[src/rtl/fdtd_readback.sv]
`timescale 1ns/1ps
`default_nettype none
// ============================================================================
// Module      : fdtd_readback
// Description : Host-side readback engine for the PE voltage memories.
//               When FDTD computing is off, a start pulse sweeps every PE
//               (major) and every z address (minor), issues one read per cycle
//               on the shared target_pe/addr bus, captures the selected PE's
//               read data one cycle later and streams (pe, addr, value) words
//               to the host through a small show-ahead FIFO (valid/ready).
// Ports       : clk, rst (async, active-low)
//               start, computing_on        - control inputs
//               pe_q                       - read data from the PE array
//               target_pe, addr, we        - read bus to the PE array
//               out_valid/out_ready, out_data/out_pe/out_addr - host stream
//               busy, done, abort_err      - status
// Revision    : 1.0 - initial release
// ============================================================================
module fdtd_readback #(
  parameter int Z_SIZE     = 110,
  parameter int R_SIZE     = 20,
  parameter int DW         = 27,
  parameter int AW         = 7,
  parameter int FIFO_DEPTH = 4
) (
  input  logic          clk,
  input  logic          rst,
  input  logic          start,
  input  logic          computing_on,
  input  logic [DW-1:0] pe_q,
  output logic [5:0]    target_pe,
  output logic [AW-1:0] addr,
  output logic          we,
  output logic          out_valid,
  input  logic          out_ready,
  output logic [DW-1:0] out_data,
  output logic [5:0]    out_pe,
  output logic [AW-1:0] out_addr,
  output logic          busy,
  output logic          done,
  output logic          abort_err
);

  localparam int c_PW = $clog2(FIFO_DEPTH);
  localparam int c_CW = c_PW + 1;

  localparam logic [1:0] c_IDLE  = 2'd0;
  localparam logic [1:0] c_SWEEP = 2'd1;
  localparam logic [1:0] c_DRAIN = 2'd2;

  localparam logic [AW-1:0]   c_Z_LAST  = AW'(Z_SIZE - 1);
  localparam logic [5:0]      c_PE_LAST = 6'(R_SIZE - 1);
  localparam logic [c_CW-1:0] c_DEPTH   = c_CW'(FIFO_DEPTH);

  logic [1:0]      r_state;
  logic [5:0]      r_pe_cnt;
  logic [AW-1:0]   r_z_cnt;
  logic [5:0]      r_target_pe;
  logic [AW-1:0]   r_addr;
  logic            r_tag_v;
  logic [5:0]      r_tag_pe;
  logic [AW-1:0]   r_tag_addr;
  logic            r_abort_err;
  logic [c_PW-1:0] r_wptr;
  logic [c_PW-1:0] r_rptr;
  logic [c_CW-1:0] r_count;
  logic [DW-1:0]   r_mem_data [FIFO_DEPTH];
  logic [5:0]      r_mem_pe   [FIFO_DEPTH];
  logic [AW-1:0]   r_mem_addr [FIFO_DEPTH];

  logic w_busy;
  logic w_abort;
  logic w_credit;
  logic w_issue;
  logic w_push;
  logic w_pop;
  logic w_final;

  assign w_busy  = (r_state != c_IDLE);
  assign w_abort = w_busy && computing_on;
  // A read is only issued if its data is guaranteed a FIFO slot: stored words
  // plus the one possibly in flight must leave room.
  assign w_credit = (r_count + c_CW'(r_tag_v)) < c_DEPTH;
  assign w_issue  = (r_state == c_SWEEP) && w_credit && !computing_on;
  assign w_push   = r_tag_v;
  assign w_pop    = (r_count != '0) && out_ready;
  // Last word leaves the FIFO: nothing in flight and a single stored entry.
  assign w_final  = (r_state == c_DRAIN) && !r_tag_v &&
                    (r_count == c_CW'(1)) && out_ready && !computing_on;

  always_ff @(posedge clk or negedge rst) begin
    if (!rst) begin
      r_state     <= c_IDLE;
      r_pe_cnt    <= '0;
      r_z_cnt     <= '0;
      r_target_pe <= '0;
      r_addr      <= '0;
      r_tag_v     <= 1'b0;
      r_tag_pe    <= '0;
      r_tag_addr  <= '0;
      r_abort_err <= 1'b0;
      r_wptr      <= '0;
      r_rptr      <= '0;
      r_count     <= '0;
      for (int i = 0; i < FIFO_DEPTH; i++) begin
        r_mem_data[i] <= '0;
        r_mem_pe[i]   <= '0;
        r_mem_addr[i] <= '0;
      end
    end else if (w_abort) begin
      // Abort discards everything queued or in flight; no done pulse.
      r_state     <= c_IDLE;
      r_tag_v     <= 1'b0;
      r_abort_err <= 1'b1;
      r_wptr      <= '0;
      r_rptr      <= '0;
      r_count     <= '0;
    end else begin
      case (r_state)
        c_IDLE: begin
          if (start) begin
            if (computing_on) begin
              r_abort_err <= 1'b1;
            end else begin
              r_state     <= c_SWEEP;
              r_abort_err <= 1'b0;
              r_pe_cnt    <= '0;
              r_z_cnt     <= '0;
            end
          end
        end
        c_SWEEP: begin
          if (w_issue) begin
            r_target_pe <= r_pe_cnt;
            r_addr      <= r_z_cnt;
            if (r_z_cnt == c_Z_LAST) begin
              r_z_cnt <= '0;
              if (r_pe_cnt == c_PE_LAST) begin
                r_state <= c_DRAIN;
              end else begin
                r_pe_cnt <= r_pe_cnt + 6'd1;
              end
            end else begin
              r_z_cnt <= r_z_cnt + AW'(1);
            end
          end
        end
        c_DRAIN: begin
          if (w_final) begin
            r_state <= c_IDLE;
          end
        end
        default: r_state <= c_IDLE;
      endcase

      // One-stage tag pipe aligned with the fixed read latency of the array.
      r_tag_v <= w_issue;
      if (w_issue) begin
        r_tag_pe   <= r_pe_cnt;
        r_tag_addr <= r_z_cnt;
      end

      if (w_push) begin
        r_mem_data[r_wptr] <= pe_q;
        r_mem_pe[r_wptr]   <= r_tag_pe;
        r_mem_addr[r_wptr] <= r_tag_addr;
        r_wptr             <= r_wptr + c_PW'(1);
      end
      if (w_pop) begin
        r_rptr <= r_rptr + c_PW'(1);
      end
      case ({w_push, w_pop})
        2'b10:   r_count <= r_count + c_CW'(1);
        2'b01:   r_count <= r_count - c_CW'(1);
        default: r_count <= r_count;
      endcase
    end
  end

  assign target_pe = r_target_pe;
  assign addr      = r_addr;
  assign we        = 1'b0;
  assign out_valid = (r_count != '0);
  assign out_data  = r_mem_data[r_rptr];
  assign out_pe    = r_mem_pe[r_rptr];
  assign out_addr  = r_mem_addr[r_rptr];
  assign busy      = w_busy;
  assign done      = w_final;
  assign abort_err = r_abort_err;

endmodule
`default_nettype wire

[config.mk]
export PLATFORM = sky130hd
export DESIGN_NAME = fdtd_readback
export DESIGN_NICKNAME = d
export VERILOG_FILES = /design/src/rtl/fdtd_readback.sv
export SDC_FILE = /design/constraint.sdc
export NUM_CORES = 1
export LEC_CHECK = 0
export BUFFER_PORTS_ARGS = -buffer_cell sky130_fd_sc_hd__buf_2
export CAP_MARGIN = 20
export CORE_MARGIN = 2
export CORE_UTILIZATION = 50
export CTS_CLUSTER_SIZE = 12
export DETAILED_ROUTE_END_ITERATION = 6
export PLACE_DENSITY_LB_ADDON = 0.05
export SLEW_MARGIN = 20
export SYNTH_ARGS = -nofsm -noshare
export SYNTH_HDL_FRONTEND = slang
export SYNTH_SLANG_ARGS = --single-unit
export TNS_END_PERCENT = 30
[constraint.sdc]
create_clock -name clk -period 1.65 [get_ports clk]
set_clock_uncertainty 0.05 [all_clocks]
set_input_delay 0.33 -clock clk [delete_from_list [all_inputs] [get_ports clk]]
set_output_delay 0.33 -clock clk [all_outputs]
set_load 0.005 [all_outputs]
==> summary.txt <==
Routing
  • Final ANT Viol Nets: 0
  • Drc violations: 0
  • Wire per inst: 19.3 um
  • Pre-antenna DRT Iters: 4
  • DR iter-0 viols: 254
  • Via count: 5868
  • Total Wirelength: 20200 um
  • Routed vias/inst: 5.58

Setup path
  • FF-to-FF path depth: 6
  • Worst Path Arrival: 1.85 ns
  • Top delay family on crit path: multiplexers
  • RR Startpoint: r_count[2]
  • CP startpoint kind: flop
  • Max FO, Critical Path: 16
  • CP max-delay cell: mux4_2
  • Req. time, crit path: 1.27 ns
  • Setup crit start: r_rptr[0]
  • Critical path cell sequence: buf_12 > mux4_2 > buf_6
  • Crit Path Category: reg -> out
  • Worst r2r dst: r_z_cnt[6]
  • Reg2reg setup slack: -0.16 ns
  • WP buf/inv: 2
  • CP endpoint kind: output pin
  • Critical path's largest stage delay: 0.55 ns

Synth
  • Syn Inst Count: 658
  • Post-synthesis simple-gate area fraction: 7.16%
  • Unique cell type count in the Yosys netlist: 52
  • Synthesized area: a little over 9000 um2
  • Xor-xnor portion of the synthesized cell area: 0.658%
  • Ys Warns: 0
  • Synth Flop Type: dfrtp_1
  • Seq/Total Area, Yosys: 56.4%
  • Synth area leader: dfrtp_1
  • Post-synth EDFFs: 0
  • Syn avg cell area: 14.2 um2
  • Compound-Gate Fraction of Synth Area: 2.46%
  • Flop and latch count out of synthesis: 210
  • Main combinational cell family by area after synthesis: multiplexers
  • Post-Synth Adder-Cell Area: 1.48%
  • Ys async rst share: 100%
  • Synth area leaders: dfrtp_1 56%, mux2_2 18%, mux4_2 9.7%
  • Post-synthesis mux area share: about 30%
  • Synth top area share: 56.4%
  • Post-synthesis net count: 701

STA
  • FMAX: 449 MHz
  • Fin. Hold Viols: 0
  • Unrepaired setup endpoints after global routing: true
  • Rel. slew slack: 63.9%
  • Worst-margin pin slew: 0.540 ns
  • Total Neg Setup Slack: -24.85 ns
  • Final setup vio count: 84
  • Worst setup margin: -0.576 ns
  • Final count of pins violating max slew: 0
  • Fin crit period: approximately 2.2 ns
  • Hold Slack: 0.0596 ns
  • Final period utilization: 135%

Placement
  • Port Buffers: 88
  • Placed cell areas: about 10000 um2
  • Placed cells: slightly below 1000
  • Pre-CTS setup slack: -0.121 ns
  • Hpwl dp: about 13000 um
  • Final Wtd Congestion: 0.820

Global routing
  • Number of global-route vias before repair: 6218
  • Largest net degree at the start of global routing: between 50 and 60
  • GRT overflow: 0
  • Tot GR Track Use: 20.4%
  • Initial antenna violation count: 0
  • Global-route wire length before repair: roughly 32000 um

Floorplan
  • Initial Utilization: 51.3%
  • Core ar.: 18100 um2
  • Row count: roughly 50
  • Die Ht: 140 um
  • Die Wd: 140 um
  • Die area: 19700 um2
  • IO Pins: 90

Power
  • Lkg Pwr: 5.75 nW
  • Peak VDD IR: 866 uV
  • Post-layout total power: 19.2 mW
  • Pwr dens: approximately 1700 nW/um2

Hold path
  • Worst Hold End: r_mem_data[73]
  • Hold wc startpoint: pe_q[19]
  • Hold path depth: 2
  • Hold Path Class: in -> reg

Clock tree
  • Max H-tree Level: 1
  • CTS tree: done
  • CTS root buf: clkbuf_16
  • Clock Path Buffers: 3
  • Clk slew on worst S/H paths: 0.06 ns
  • Clock Sinks: 210
  • Worst-Skew Late Latency: 0.49 ns
  • CTS buffer count: 23

Final layout
  • Commonest non-fill, non-tap cell in the layout: dfrtp_1
  • Commonest non-fill, non-tap cells in the layout: 206 x dfrtp_1, 148 x mux2_2, 81 x buf_2
  • Share of layout cells above drive strength 1: 53.2%
  • Area added between synthesis and finish: 24.8%
  • Post-Layout Inst Area: 11600 um2
  • Final nets: 850
  • Final Util: 64.0%
  • Diodes inserted: 0
  • Post-route insts no fill: 1051

Status
  • Failing checks: negative setup slack
  • Status: complete, but fails checks

Run
  • Maxcap violations: 0
how the worst max path moves through the flow:
stage | slack, ns | endpoint | cells after the start
after floorplan | -0.03 | r_pe_cnt[4] | 6
after global placement | -0.09 | r_z_cnt[6] | 5
after detailed placement | -0.12 | r_z_cnt[6] | 5
after CTS | -0.59 | out_addr[2] | 3
after global routing | -0.63 | out_addr[2] | 3
final | -0.58 | out_addr[2] | 3
synthesized netlist by cell type, drive strengths merged (2+ instances only):
master and count:
o31ai 3, mux2i 2, a2bb2oi 2, a211o 2, and3 6, nand2b 2
xnor2 6, a21oi 6, nor3 2, nor2 15, dfrtp 210, nand2 84
buf 33, o21ai 13, mux4 40, ha 11, o22ai 2, nor2b 5
mux2 161, nand3 18, or3 2, inv 8, clkbuf 6
cell families after synthesis:
group                      count (synthesis)
muxes                                    203
DFF                                      210
xor gates and xnor gates                   7
AOI/OAI and AO/OA                         34
and+or+nand+nor                          145
adders and majority gates                 11
buffers and inverters                     47
other                                      1
report_power, final:
group	leakage, nW	internal, mW	switching (mW)
Sequential	2.78	6.85	0.984
Combinational	2.60	3.85	2.60
Clock	0.364	3.03	1.92
state kept, by name (all words and copies together) (netlist names), 3 cells and up:
register    flops
r_count         3
r_z_cnt         7
r_pe_cnt        6
r_tag_pe        6
target_pe       6
r_mem_data    108
r_tag_addr      7
r_mem_pe       24
addr            7
r_mem_addr     28
routing by layer:
metal  track usage (%)  wire (um)
met1              27.6       8820
met2              35.8      10300
met3              2.74        795
met4              4.37        303
met5                 0          0
timing repair:
| item | CTS | global route |
|---|---|---|
| setup endpoints to repair | 240 | 198 |
| pin swaps | 9 | 18 |
| gates resized for setup | 26 | 52 |
| endpoints found under the hold margin | 27 | 0 |
| hold buffers | 1 | 0 |
| cloned | 0 | 1 |
| buffers inserted | 9 | 8 |
cell type report:
| class | count | area [um2] |
|---|---|---|
| clock buffer | 37 | 698 |
| clock inverter | 3 | 40.0 |
| fill | 1364 | 6530 |
| inverter | 8 | 36.3 |
| multi-input combinational | 401 | 4070 |
| sequential | 210 | 5260 |
| tap | 229 | 287 |
| timing repair buffer | 162 | 1220 |
| timing repair inverter | 1 | 7.51 |
Power figures use the tool's default switching activity.
